### src/rtl/btn_debouncer_pkg.sv
// btn_debouncer_pkg: board timing defaults and shared channel types for the button debouncer
package btn_debouncer_pkg;

    localparam int BOARD_CLK_HZ = 50_000_000;
    localparam int DEBOUNCE_MS  = 10;

    function automatic int ms_to_cycles(input int clk_hz, input int ms);
        return clk_hz / 1000 * ms;
    endfunction

    localparam int DEFAULT_STABLE_CYCLES = ms_to_cycles(BOARD_CLK_HZ, DEBOUNCE_MS);
    localparam int DEFAULT_CNT_W         = 20;

    // Registered outputs of one debounced channel ('rel' because 'release' is reserved)
    typedef struct packed {
        logic clean;
        logic press;
        logic rel;
    } ch_out_t;

endpackage

### src/rtl/btn_debouncer_if.sv
// btn_debouncer_if: raw button pins in, debounced level and edge strobes out
interface btn_debouncer_if #(
    parameter int N_BTN = 2
);
    logic [N_BTN-1:0] BTN;
    logic [N_BTN-1:0] BTN_CLEAN;
    logic [N_BTN-1:0] BTN_PRESS;
    logic [N_BTN-1:0] BTN_RELEASE;

    modport master (output BTN, input BTN_CLEAN, input BTN_PRESS, input BTN_RELEASE);
    modport slave  (input BTN, output BTN_CLEAN, output BTN_PRESS, output BTN_RELEASE);
endinterface

### src/rtl/btn_debounce_ch.sv
// btn_debounce_ch: two-flop synchroniser, stability counter and press/release strobes for one button
module btn_debounce_ch
    import btn_debouncer_pkg::*;
#(
    parameter int STABLE_CYCLES = DEFAULT_STABLE_CYCLES,
    parameter int CNT_W         = DEFAULT_CNT_W
) (
    input  logic    CLK,
    input  logic    RESET,
    input  logic    btn,
    output ch_out_t out
);
    localparam logic [CNT_W-1:0] CNT_LAST = CNT_W'(STABLE_CYCLES - 1);

    logic             s1_q, s1_d, s2_q, s2_d;
    logic [CNT_W-1:0] cnt_q, cnt_d;
    logic             clean_q, clean_d;
    logic             press_q, press_d;
    logic             rel_q, rel_d;
    logic             differ, at_last, accept;

    // Next state: count consecutive cycles where the synchronised input disagrees with the clean level
    always_comb begin
        s1_d      = btn;
        s2_d      = s1_q;
        differ    = s2_q != clean_q;
        at_last   = cnt_q == CNT_LAST;
        accept    = differ && at_last;
        cnt_d     = (!differ || at_last) ? '0 : cnt_q + 1'b1;
        clean_d   = accept ? s2_q : clean_q;
        press_d   = accept && s2_q;
        rel_d     = accept && !s2_q;
    end

    // State registers, all cleared asynchronously
    always_ff @(posedge CLK or posedge RESET) begin
        if (RESET) begin
            s1_q    <= 1'b0;
            s2_q    <= 1'b0;
            cnt_q   <= '0;
            clean_q <= 1'b0;
            press_q <= 1'b0;
            rel_q   <= 1'b0;
        end else begin
            s1_q    <= s1_d;
            s2_q    <= s2_d;
            cnt_q   <= cnt_d;
            clean_q <= clean_d;
            press_q <= press_d;
            rel_q   <= rel_d;
        end
    end

    assign out = '{clean: clean_q, press: press_q, rel: rel_q};

endmodule

### src/rtl/btn_debouncer.sv
// btn_debouncer: N_BTN independent debounced button channels
module btn_debouncer
    import btn_debouncer_pkg::*;
#(
    parameter int N_BTN         = 2,
    parameter int STABLE_CYCLES = DEFAULT_STABLE_CYCLES,
    parameter int CNT_W         = DEFAULT_CNT_W
) (
    input logic             CLK,
    input logic             RESET,
    btn_debouncer_if.slave  bus
);
    logic [N_BTN-1:0] clean_w, press_w, rel_w;

    for (genvar i = 0; i < N_BTN; i++) begin : g_ch
        ch_out_t o;
        btn_debounce_ch #(
            .STABLE_CYCLES(STABLE_CYCLES),
            .CNT_W(CNT_W)
        ) u_ch (
            .CLK(CLK),
            .RESET(RESET),
            .btn(bus.BTN[i]),
            .out(o)
        );
        assign clean_w[i] = o.clean;
        assign press_w[i] = o.press;
        assign rel_w[i]   = o.rel;
    end

    assign bus.BTN_CLEAN   = clean_w;
    assign bus.BTN_PRESS   = press_w;
    assign bus.BTN_RELEASE = rel_w;

endmodule

### src/flat_wrapper.sv
// flat-port wrapper written by rule: the top's interface ports become plain ports
module btn_debouncer_flat import btn_debouncer_pkg::*;
#(
    parameter int N_BTN         = 2,
    parameter int STABLE_CYCLES = DEFAULT_STABLE_CYCLES,
    parameter int CNT_W         = DEFAULT_CNT_W
)
  (CLK, RESET, bus_BTN, bus_BTN_CLEAN, bus_BTN_PRESS, bus_BTN_RELEASE);
  btn_debouncer_if #(.N_BTN(N_BTN)) bus_i ();
  input logic CLK;
  input logic RESET;
  input wire logic [$bits(bus_i.BTN)-1:0] bus_BTN;
  output wire logic [$bits(bus_i.BTN_CLEAN)-1:0] bus_BTN_CLEAN;
  output wire logic [$bits(bus_i.BTN_PRESS)-1:0] bus_BTN_PRESS;
  output wire logic [$bits(bus_i.BTN_RELEASE)-1:0] bus_BTN_RELEASE;
  assign bus_i.BTN = bus_BTN;
  assign bus_BTN_CLEAN = bus_i.BTN_CLEAN;
  assign bus_BTN_PRESS = bus_i.BTN_PRESS;
  assign bus_BTN_RELEASE = bus_i.BTN_RELEASE;
  btn_debouncer #(.N_BTN(N_BTN), .STABLE_CYCLES(STABLE_CYCLES), .CNT_W(CNT_W)) u_core (.CLK(CLK), .RESET(RESET), .bus(bus_i));
endmodule
### config.mk
export PLATFORM = sky130hd
export DESIGN_NAME = btn_debouncer_flat
export DESIGN_NICKNAME = d
export VERILOG_FILES = /design/src/rtl/btn_debouncer_pkg.sv /design/src/rtl/btn_debouncer_if.sv /design/src/rtl/btn_debounce_ch.sv /design/src/rtl/btn_debouncer.sv /design/src/flat_wrapper.sv
export SDC_FILE = /design/constraint.sdc
export NUM_CORES = 1
export LEC_CHECK = 0
export ABC_CLOCK_PERIOD_IN_PS = 5550
export CAP_MARGIN = 10
export CORE_ASPECT_RATIO = 0.8
export CORE_MARGIN = 3
export CORE_UTILIZATION = 60
export CTS_CLUSTER_SIZE = 24
export DETAILED_ROUTE_END_ITERATION = 8
export PLACE_DENSITY = 0.75
export SYNTH_ARGS = -nofsm -noshare
export SYNTH_HDL_FRONTEND = slang
export SYNTH_HIERARCHICAL = 1
export SYNTH_SLANG_ARGS = --single-unit
### constraint.sdc
create_clock -name CLK -period 5.55 [get_ports CLK]
set_clock_uncertainty 0.05 [all_clocks]
set_input_delay 0.8325 -clock CLK [delete_from_list [all_inputs] [get_ports CLK]]
set_output_delay 0.8325 -clock CLK [all_outputs]
set_load 0.02 [all_outputs]
After elaboration in Yosys (flattened, before gate mapping)
Index checks and enable logic that the tools add are counted.
Widths: inputs -> output; s select.
- logic and storage cells: 32
- register bits after elaboration: 50
- output and inout bits: 6
- input port bits: 4
- reductions and logical operators: 12
- equal/unequal tests: 4
- multiplexer cells: 2
- add/sub/neg operators: 2
- operator list (operator ; count):
    $add 20x1->20 const B ; 2
    $eq 20x19->1 const B ; 2
    $mux 20 ; 2
    $logic_and 1x1->1 ; 6
    $logic_not 1->1 ; 4
    $logic_or 1x1->1 ; 2
    $ne 1x1->1 ; 2

Logic depth before layout (Yosys ltp)
Gate-level depths: netlist of run 1.
- word-level depth: 4
- gate-level depth with buffers: 6
- depth with buffers taken out: 5

Hierarchy
Netlist of run 1, hierarchy kept.
- by module, submodules not included (module ; area an instance (um^2) ; instances ; seq. area each (um^2) ; cells an instance):
    btn_debounce_ch ; 1238.7 ; 2 ; 625.6 ; 121

Worst setup path after synthesis of run 1
Ideal clock, no wire load.
- path kind: register to register
- start: register u_core.g_ch[0].u_ch.cnt_q[0]
- end: register u_core.g_ch[0].u_ch.cnt_q[18]
- path buffers: 0
- data required time: 5427 ps
- slack: 3658 ps
- stages on the path, launching flop included: 6
- arrival time: 1769 ps
- library setup time: 73 ps
- clock period less this slack: 1892 ps
- path through: dfrtp_1 ha_1 nand4_4 or4_1 or3_1 a21oi_2
- cells in the longest elaborated chain, start to end: 3
- elaborated cells between the ends (all ways): 4
- classes of those cells: add/sub: 1; eq/ne: 1; mux: 1; reduce/logical: 1
- ends and longest elaborated chain (what ; RTL line ; text):
    start: declaration ; btn_debounce_ch.sv:16 ; logic [CNT_W-1:0] cnt_q, cnt_d;
    start signal: assignment ; btn_debounce_ch.sv:47 ; cnt_q <= cnt_d;
    branches (longest 2 deep; another with $add 20x1->20) ; - ;
    $mux 20 (*) ; btn_debounce_ch.sv:29 ; cnt_d = (!differ || at_last) ? '0 : cnt_q + 1'b1;
    named net u_core.g_ch[0].u_ch.cnt_d[18] ; btn_debounce_ch.sv:16 ;
Mark *: on every way through the listed nets, which the timed path passes.
A chain may end at the register's enable or synchronous reset.

Final worst setup path of run 1
- start: register u_core.g_ch[1].u_ch.clean_q
- end: output port bus_BTN_CLEAN[1]
- RTL lines (what ; RTL line ; text):
    start: declaration ; btn_debounce_ch.sv:17 ; logic clean_q, clean_d;
    start signal: assignment ; btn_debounce_ch.sv:48 ; clean_q <= clean_d;
    end: declaration ; flat_wrapper.sv:13 ; output wire logic [$bits(bus_i.BTN_CLEAN)-1:0] bus_BTN_CLEAN;
No word-level cell between the ends.

==> impl_metrics.csv, run 1 <==
group,metric,value,unit
setup_path,path_delay_family,"buffers and inverters",
run,drv_cap,0,
floorplan,io_pins,10,
place,place.gp.congestion,0.788,
floorplan,die_area,0.00494,mm²
final_layout,final_common_cell,"dfrtp_1",
setup_path,worstPathArrival,1340,ps
grt,grt_use_met3,5.43,%
sta,setup_violations,0,
final_layout,multi_input_area,0.00110,mm²
synth,synth_nets,248,
synth,synth_mux_area_share,0.909,%
floorplan,core_area,0.00388,mm²
clocking,ctsResizeCount,0,
clocking,cts_buffers,5,
setup_path,cp_slowest_cell,"clkdlybuf4s50_1",
clocking,clk_pin_slew_worst_paths,90,ps
setup_path,critical_path_class,"flop to primary output",
grt,grtUsageMet1,30.8,%
clocking,cts_hold_buf,0,
grt,grt_antenna_before_repair,0,
grt,gr-max-usage-layer,"met1",
synth,netlist_area,0.00248,mm²
synth,synth_xor_area_share,11.3,%
sta,fmax,449,MHz
route,viasPerCell,5.55,
synth,synth_seq_cells,50,
setup_path,crit_path_cell_trace,"clkdlybuf4s50_1",
setup_path,slowest_delay,630,ps
route,drt_iter0_markers,134,
synth,synth_top_family_by_area,"simple AND/OR/NAND/NOR gates",
route,routed_wl,4120,µm
sta,tightest_slew,910,ps
floorplan,die_w,77.8,µm
power,powerDensity,247,mW/mm²
route,ant_nets,0,
route,vias,1659,
grt,grt_overflow,0,
grt,grt_pass1_wl,7750,µm
sta,drv_slew,0,
sta,slew-limit-headroom,39.2,%
synth,yosysWarnings,6,
place,place_hpwl,2870,µm
sta,setup_tns,0,ps
final_layout,final_cells,299,
synth,synthAdderAreaFrac,1.01,%
clocking,cts_setup_buffers,0,
final_layout,layout_common_cells,"dfrtp_1 (50), nor2_1 (42), xnor2_1 (26)",
setup_path,cp_num_buf_inv,1,
clocking,h-tree-depth,2,
sta,fin_crit,2230,ps
synth,synth-simple-area-share,27.3,%
grt,grt_max_degree,26,
place,place_inst,292,
final_layout,regArea,0.00125,mm²
route,dr.pass1.iters,4,
power,power_leakage,1.05,nW
clocking,clock_latency,300,ps
synth,syn_area_per_cell,10.2,µm²
final_layout,final_core_util,68.7,%
floorplan,rows,20,
status,status,"finished, final reports clean",
final_layout,nFillCells,322,
setup_path,crit_path_end_kind,"primary output",
place,placed_area,0.00255,mm²
clocking,cts_tree,"built",
final_layout,nets,250,
clocking,root_buffer,"clkbuf_8",
place,io_buffers,9,
synth,ys_seq_area_share,50.5,%
final_layout,drive_gt1_share,9.43,%
synth,syn_inst,242,
clocking,cts.sinks,50,
synth,yosysUniqueCellTypes,25,
clocking,cts_buffer_depth,2,
floorplan,start_util,63.9,%
sta,rsz0062_at_grt,"false",
final_layout,n_antenna_cell,0,
grt,grt_pass1_vias,1598,
sta,finalHoldViolCount,0,
worst_hold_path,hp-class,"flop to flop",
synth,synth-compound-area-share,4.04,%
setup_path,startpoint_type,"flop",
sta,hold_ws,308,ps
grt,grt_usage,20.2,%
sta,finalCritPeriodShare,40.1,%
grt,use_met2,27.1,%
floorplan,die_h,63.5,µm
setup_path,required,4670,ps
final_layout,final_area,0.00266,mm²
route,drc,0,
power,peakVddDrop,0.155,mV
setup_path,critPathMaxFanout,5,
route,wl_per_cell,13.8,µm
final_layout,area_delta_synth_final,7.53,%
layout make-up:
type / count / area share (%)
Inverter: 10 / 1.41
Clock buffer: 6 / 3.10
Clock inverter: 1 / 1.13
Timing Repair Buffer: 9 / 3.38
Tap cell: 55 / 2.58
Sequential cell: 50 / 47.0
Multi-Input combinational cell: 168 / 41.4
per-layer routing:
metal | part of all wire (%) | vias to the layer above
li1 | - | 837
met1 | 54 | 787
met2 | 40 | 28
met3 | 4.1 | 7
met4 | 1.5 | 0
met5 | 0 | -
registers in the layout (all words and copies together) (netlist names):
| name | count |
|---|---|
| u_core/g_ch.u_ch/cnt_q | 40 |
| u_core/g_ch.u_ch/s1_q | 2 |
| u_core/g_ch.u_ch/clean_q | 2 |
| u_core/g_ch.u_ch/press_q | 2 |
| u_core/g_ch.u_ch/s2_q | 2 |
| u_core/g_ch.u_ch/rel_q | 2 |
kinds of logic after synthesis:
logic type      count (synthesis)
mux                             2
compound gates                 14
buf+inv                        24
flops                          50
xor+xnor                       32
simple gates                  118
fa+ha+maj                       2
where the power goes:
part	switching, mW	internal, mW	total (mW)
sequential	0.00627	0.369	0.375
combinational	0.0154	0.00670	0.0221
clock	0.117	0.144	0.261
total	0.139	0.520	0.659
path summary, 6_finish.rpt:
path                                                    start                       endpoint  slack, ps  cells after the start
worst max register to register  u_core/g_ch[1].u_ch/cnt_q[10]  u_core/g_ch[1].u_ch/cnt_q[11]       3470                      4
worst max-delay path              u_core/g_ch[1].u_ch/clean_q               bus_BTN_CLEAN[1]       3320                      1
max in group asynchronous                               RESET   u_core/g_ch[1].u_ch/cnt_q[2]       3890                      2
worst min-delay path                 u_core/g_ch[1].u_ch/s1_q       u_core/g_ch[1].u_ch/s2_q        310                      0
worst min register to register       u_core/g_ch[1].u_ch/s1_q       u_core/g_ch[1].u_ch/s2_q        310                      0
min in group asynchronous                               RESET  u_core/g_ch[0].u_ch/cnt_q[18]        990                      2
per-stage QoR:
stage	total power [mW]	setup WS, ps
final	0.659	3320
after global routing	0.690	3230
after CTS	0.665	3310
after detailed placement	0.405	3460
after global placement	0.405	3480
after floorplan	0.399	3660
synth_stat cells:
cell | count | area share (%)
nand4_4 | 4 | 3.4
or3_1 | 6 | 1.5
clkbuf_2 | 2 | 0.40
inv_1 | 10 | 1.5
a31o_2 | 2 | 0.71
xor2_1 | 6 | 2.1
mux2_1 | 2 | 0.91
nand2_1 | 10 | 1.5
buf_2 | 6 | 1.2
nand4_1 | 10 | 2.5
nor2_1 | 42 | 6.4
buf_4 | 6 | 1.8
nor4_1 | 6 | 1.5
nor4_2 | 2 | 1.0
nor3b_1 | 4 | 1.2
ha_1 | 2 | 1.0
xnor2_1 | 26 | 9.2
o21ai_0 | 6 | 1.2
nor3_1 | 10 | 2.0
a21oi_2 | 6 | 2.1
dfrtp_1 | 50 | 51
or4_1 | 4 | 1.2
or4b_1 | 2 | 0.81
nand3_1 | 16 | 3.2
or4_4 | 2 | 0.91
Note: power is estimated with default switching activity, not from simulation.
==> inputs of run 2 (changes only) <==
--- a/config.mk
+++ b/config.mk
@@ -5,14 +5,14 @@
 export SDC_FILE = /design/constraint.sdc
 export NUM_CORES = 1
 export LEC_CHECK = 0
-export ABC_CLOCK_PERIOD_IN_PS = 5550
+export ABC_CLOCK_PERIOD_IN_PS = 1800
 export CAP_MARGIN = 10
 export CORE_ASPECT_RATIO = 0.8
 export CORE_MARGIN = 3
-export CORE_UTILIZATION = 60
+export CORE_UTILIZATION = 54
 export CTS_CLUSTER_SIZE = 24
 export DETAILED_ROUTE_END_ITERATION = 8
-export PLACE_DENSITY = 0.75
+export PLACE_DENSITY = 0.71
 export SYNTH_ARGS = -nofsm -noshare
 export SYNTH_HDL_FRONTEND = slang
 export SYNTH_HIERARCHICAL = 1
==> constraint.sdc (replaced) <==
create_clock -name CLK -period 1.8 [get_ports CLK]
set_clock_uncertainty 0.05 [all_clocks]
set_input_delay 0.27 -clock CLK [delete_from_list [all_inputs] [get_ports CLK]]
set_output_delay 0.27 -clock CLK [all_outputs]
set_load 0.02 [all_outputs]
==> impl_metrics.csv, run 2 (synthesis gave the netlist of run 1 again) <==
group,metric,value,unit
sta,tightest_slew,379,ps
setup_path,crit_path_end_kind,"flop",
clocking,cts_buffer_depth,2,
setup_path,path_delay_family,"simple AND/OR/NAND/NOR gates",
place,place_inst,335,
sta,fin_crit,1830,ps
sta,hold_ws,289,ps
grt,grt_max_degree,26,
place,io_buffers,9,
route,drt_iter0_markers,132,
power,total_power,2.05,mW
clocking,cts.sinks,50,
sta,finalCritPeriodShare,102,%
clocking,cts_buffers,5,
final_layout,layout_common_cells,"buf_4 (48), dfrtp_1 (47), nor2_1 (42)",
floorplan,io_pins,10,
route,dr.pass1.iters,4,
setup_path,cp_num_buf_inv,1,
run,drv_cap,0,
clocking,clock_latency,300,ps
clocking,h-tree-depth,2,
grt,grt_antenna_before_repair,0,
sta,slew-limit-headroom,74.5,%
setup_path,critical_path_class,"flop to flop",
clocking,root_buffer,"clkbuf_8",
power,peakVddDrop,0.422,mV
route,viasPerCell,5.45,
sta,drv_slew,0,
final_layout,nets,303,
status,status,"finished, violations left",
route,drc,0,
setup_path,worstPathArrival,1980,ps
final_layout,final_core_util,74.3,%
floorplan,die_area,0.00544,mm²
final_layout,multi_input_area,0.00120,mm²
final_layout,largest-register,"u_core/g_ch.u_ch/cnt_q",
status,violations,"negative setup slack",
power,power_leakage,1.34,nW
sta,layout_setup_ws,-32.8,ps
setup_path,reg2reg_slack,-30,ps
final_layout,largest_reg_flops,40,
worst_hold_path,hp-class,"input pin to asynchronous set/reset pin",
sta,finalHoldViolCount,0,
final_layout,nFillCells,297,
place,place.gp.congestion,0.838,
final_layout,drive_gt1_share,31.9,%
route,wl_per_cell,14.5,µm
setup_path,required,1950,ps
final_layout,final_cells,355,
floorplan,start_util,57.5,%
floorplan,rows,21,
setup_path,crit_path_cell_trace,"or4b_4 -> nor4_4 -> a31o_2 -> buf_12 -> nor2_1",
clocking,clk_pin_slew_worst_paths,90,ps
sta,setup_violations,35,
setup_path,startpoint_type,"flop",
grt,grt_pass1_vias,1814,
place,place_hpwl,3420,µm
route,vias,1935,
setup_path,slowest_delay,560,ps
clocking,cts_hold_buf,0,
sta,rsz0062_at_grt,"true",
clocking,cts_tree,"built",
grt,grt_overflow,0,
sta,fmax,546,MHz
floorplan,die_w,81.7,µm
route,routed_wl,5150,µm
grt,grt_usage,21.1,%
floorplan,core_area,0.00431,mm²
grt,grt_pass1_wl,8660,µm
final_layout,regArea,0.00125,mm²
route,ant_nets,0,
final_layout,n_antenna_cell,0,
final_layout,final_common_cell,"buf_4",
setup_path,cp_slowest_cell,"or4b_4",
floorplan,die_h,66.6,µm
setup_path,critPathMaxFanout,16,
power,powerDensity,641,mW/mm²
final_layout,area_delta_synth_final,29.2,%
==> run 2: cell count changes in the layout (fill, tap and decap cells not counted), sizes merged <==
cell	delta
clkbuf	-1
clkinv	+2
buf	+53
==> run 2: power by group <==
part	internal [mW]	total [mW]	switching, mW
Sequential	1.14	1.15	0.0159
Clock	0.409	0.776	0.367
Combinational	0.0566	0.123	0.0663
==> run 2: cell type report <==
| cell class | instances | share of cell area, % |
|---|---|---|
| Timing Repair Buffer | 62 | 16.4 |
| Inverter | 10 | 1.17 |
| Clock buffer | 5 | 2.15 |
| Sequential cell | 50 | 39.2 |
| Clock inverter | 3 | 1.25 |
| Tap cell | 57 | 2.23 |
| Multi-Input combinational cell | 168 | 37.6 |
==> run 2: routing by layer <==
metal	wire, µm	vias to the layer above	GRT usage, %
met1	2550	960	31.1
met5	0	-	0
met4	51	0	6.85
met2	2340	32	30.6
li1	-	938	-
met3	201	5	4.46
==> run 2: path summary, 6_finish.rpt <==
check / startpoint / to / cells past startpoint
min in group CLK: u_core/g_ch[0].u_ch/s1_q / u_core/g_ch[0].u_ch/s2_q / 0
max in group asynchronous: RESET / u_core/g_ch[1].u_ch/cnt_q[13] / 3
hold reg to reg: u_core/g_ch[0].u_ch/s1_q / u_core/g_ch[0].u_ch/s2_q / 0
setup reg to reg: u_core/g_ch[0].u_ch/cnt_q[12] / u_core/g_ch[0].u_ch/cnt_q[0] / 5
hold / removal: RESET / u_core/g_ch[0].u_ch/rel_q / 3
setup / recovery: u_core/g_ch[0].u_ch/cnt_q[12] / u_core/g_ch[0].u_ch/cnt_q[0] / 5
==> run 2: worst register-to-register path, stage by stage (launching register included) <==
cell and delay, ps:
dfrtp_1 400, or4b_4 560, nor4_4 250, a31o_2 240, buf_12 160, nor2_1 70
==> run 2: repair_timing <==
item	4_1_cts	5_1_grt
pin swaps	5	9
endpoints found under the setup margin	46	46
gates resized for setup	8	13
buffers inserted	7	5
==> run 2: through the flow <==
stage | setup TNS [ps] | instance area (µm²) | setup slack (ps)
finish | -444 | 3200 | -32.8
global route | -3270 | 3200 | -93.4
CTS | -23.0 | 3110 | -19.0
detailed placement | -866 | 2910 | -65.8
global placement | -69.8 | 2910 | -38.2
floorplan | -91.7 | 2500 | -34.7
==> inputs of run 3 (changes only) <==
--- a/config.mk
+++ b/config.mk
@@ -9,10 +9,12 @@
 export CAP_MARGIN = 10
 export CORE_ASPECT_RATIO = 0.8
 export CORE_MARGIN = 3
-export CORE_UTILIZATION = 54
+export CORE_UTILIZATION = 56
+export CTS_BUF_LIST = sky130_fd_sc_hd__clkbuf_8
 export CTS_CLUSTER_SIZE = 24
 export DETAILED_ROUTE_END_ITERATION = 8
-export PLACE_DENSITY = 0.71
+export PLACE_DENSITY = 0.73
+export SETUP_SLACK_MARGIN = 0.1
 export SYNTH_ARGS = -nofsm -noshare
 export SYNTH_HDL_FRONTEND = slang
 export SYNTH_HIERARCHICAL = 1
==> impl_metrics.csv, run 3 (synthesis gave the netlist of run 1 again) <==
group,metric,value,unit
place,io_buffers,9,
sta,hold_ws,293,ps
clocking,h-tree-depth,2,
setup_path,required,1940,ps
final_layout,area_delta_synth_final,31.7,%
power,p_sw,451,µW
final_layout,layout_common_cells,"dfrtp_1 (43), buf_4 (38), nor2_1 (32)",
final_layout,largest-register,"u_core/g_ch.u_ch/cnt_q",
clocking,clock_latency,300,ps
power,power_leakage,1.33,nW
power,powerDensity,626,mW/mm²
clocking,cts_buffer_depth,2,
route,routed_wl,5450,µm
grt,grt_use_met3,4.79,%
clocking,root_buffer,"clkbuf_8",
clocking,cts_tree,"built",
final_layout,final_core_util,81.0,%
status,violations,"negative setup slack",
final_layout,final_area,0.00326,mm²
place,place_worst_setup_slack,-43.7,ps
route,viasPerCell,5.57,
floorplan,die_h,65.5,µm
setup_path,crit_path_end_kind,"flop",
power,sw_frac_of_total,22.1,%
sta,layout_setup_ws,-53.8,ps
setup_path,slowest_delay,550,ps
final_layout,final_common_cell,"dfrtp_1",
final_layout,nets,297,
power,p_comb_share,6.7,%
status,status,"finished, violations left",
place,place_hpwl,3430,µm
route,wl_per_cell,15.7,µm
run,drv_cap,0,
floorplan,die_w,80.4,µm
sta,setup_violations,32,
power,peakVddDrop,0.494,mV
final_layout,final_cells,347,
place,place.gp.congestion,0.856,
setup_path,critPathMaxFanout,2,
final_layout,drive_gt1_share,35.3,%
route,dr.pass1.iters,4,
final_layout,n_antenna_cell,0,
route,drt_iter0_markers,148,
grt,grt_pass1_wl,8960,µm
setup_path,cp_slowest_cell,"or4_4",
place,place_inst,330,
setup_path,critical_path_class,"flop to flop",
route,drc,0,
setup_path,crit_path_cell_trace,"or4_4 -> nor4_4 -> nand3_2 -> mux2_4",
grt,use_met2,35.3,%
sta,slew-limit-headroom,70.4,%
power,power.share.clock,36.7,%
final_layout,largest_reg_flops,40,
grt,gr-max-usage-layer,"met2",
grt,grt_antenna_before_repair,0,
power,power_frac_seq,56.6,%
sta,rsz0062_at_grt,"true",
place,placed_area,0.00290,mm²
grt,grt_pass1_vias,1951,
grt,grt_usage,22.3,%
sta,drv_slew,0,
worst_hold_path,hp-class,"input pin to asynchronous set/reset pin",
route,vias,1933,
grt,grt_max_degree,26,
clocking,cts.sinks,50,
grt,grt_overflow,0,
clocking,clk_pin_slew_worst_paths,90,ps
power,p_int,1.59,mW
floorplan,die_area,0.00526,mm²
floorplan,rows,20,
sta,finalCritPeriodShare,103,%
power,total_power,2.04,mW
sta,setup_tns,-1250,ps
setup_path,startpoint_type,"flop",
route,ant_nets,0,
floorplan,core_area,0.00403,mm²
sta,tightest_slew,440,ps
grt,grtUsageMet1,30.8,%
clocking,cts_buffers,5,
final_layout,nFillCells,234,
sta,fmax,539,MHz
floorplan,start_util,61.5,%
setup_path,worstPathArrival,2000,ps
sta,finalHoldViolCount,0,
sta,fin_crit,1850,ps
floorplan,io_pins,10,
## run 3: area by class of cell
cell class / count / area, µm² / area share (%)
inverters: 10 / 37.5 / 1.15
multi-input cells: 168 / 1260 / 38.7
clock buffers: 8 / 110 / 3.38
well taps: 55 / 68.8 / 2.11
repair buffers: 56 / 522 / 16.0
flip-flops and latches: 50 / 1260 / 38.6
## run 3: path summary, 6_finish.rpt
kind                                         startpoint                       endpoint  slack, ps  cells after the start
max in group asynchronous                         RESET  u_core/g_ch[0].u_ch/cnt_q[13]       1140                      3
hold / removal                                    RESET  u_core/g_ch[1].u_ch/cnt_q[11]        290                      3
setup reg to reg           u_core/g_ch[0].u_ch/cnt_q[6]    u_core/g_ch[0].u_ch/clean_q        -50                      4
setup / recovery           u_core/g_ch[0].u_ch/cnt_q[6]    u_core/g_ch[0].u_ch/clean_q        -50                      4
hold reg to reg                u_core/g_ch[0].u_ch/s1_q       u_core/g_ch[0].u_ch/s2_q        300                      0
min in group CLK               u_core/g_ch[0].u_ch/s1_q       u_core/g_ch[0].u_ch/s2_q        300                      0
## run 3: worst max-delay path: cells and delay by family (launching register included)
kind             cells  cell delay, ps
multiplexers         1             320
flip-flops           1             390
AND/OR/NAND/NOR      3             990
## run 3: power groups by stage
| stage | combinational [mW] | sequential [mW] | clock, mW |
|---|---|---|---|
| after floorplan | 0.0725 | 1.17 | 0 |
| after global placement | 0.117 | 1.18 | 0 |
| after detailed placement | 0.118 | 1.18 | 0 |
| after CTS | 0.126 | 1.15 | 0.755 |
| after global routing | 0.150 | 1.16 | 0.819 |
| final | 0.136 | 1.16 | 0.750 |
## run 3: what timing repair did
action                     4_1_cts  5_1_grt
setup endpoints to repair       46       48
hold buffers                     0        0
gates cloned                     0        1
buffers inserted                 4        4
gates resized for setup         23       22
pin swaps                        8        6
## run 3: routing by layer
layer  part of all wire (%)  wire [µm]  up-vias
met2                     44       2410       42
met4                    1.1         59        0
met3                    5.0        270        7
met5                      0          0        -
li1                       -          -      927
met1                     50       2720      957
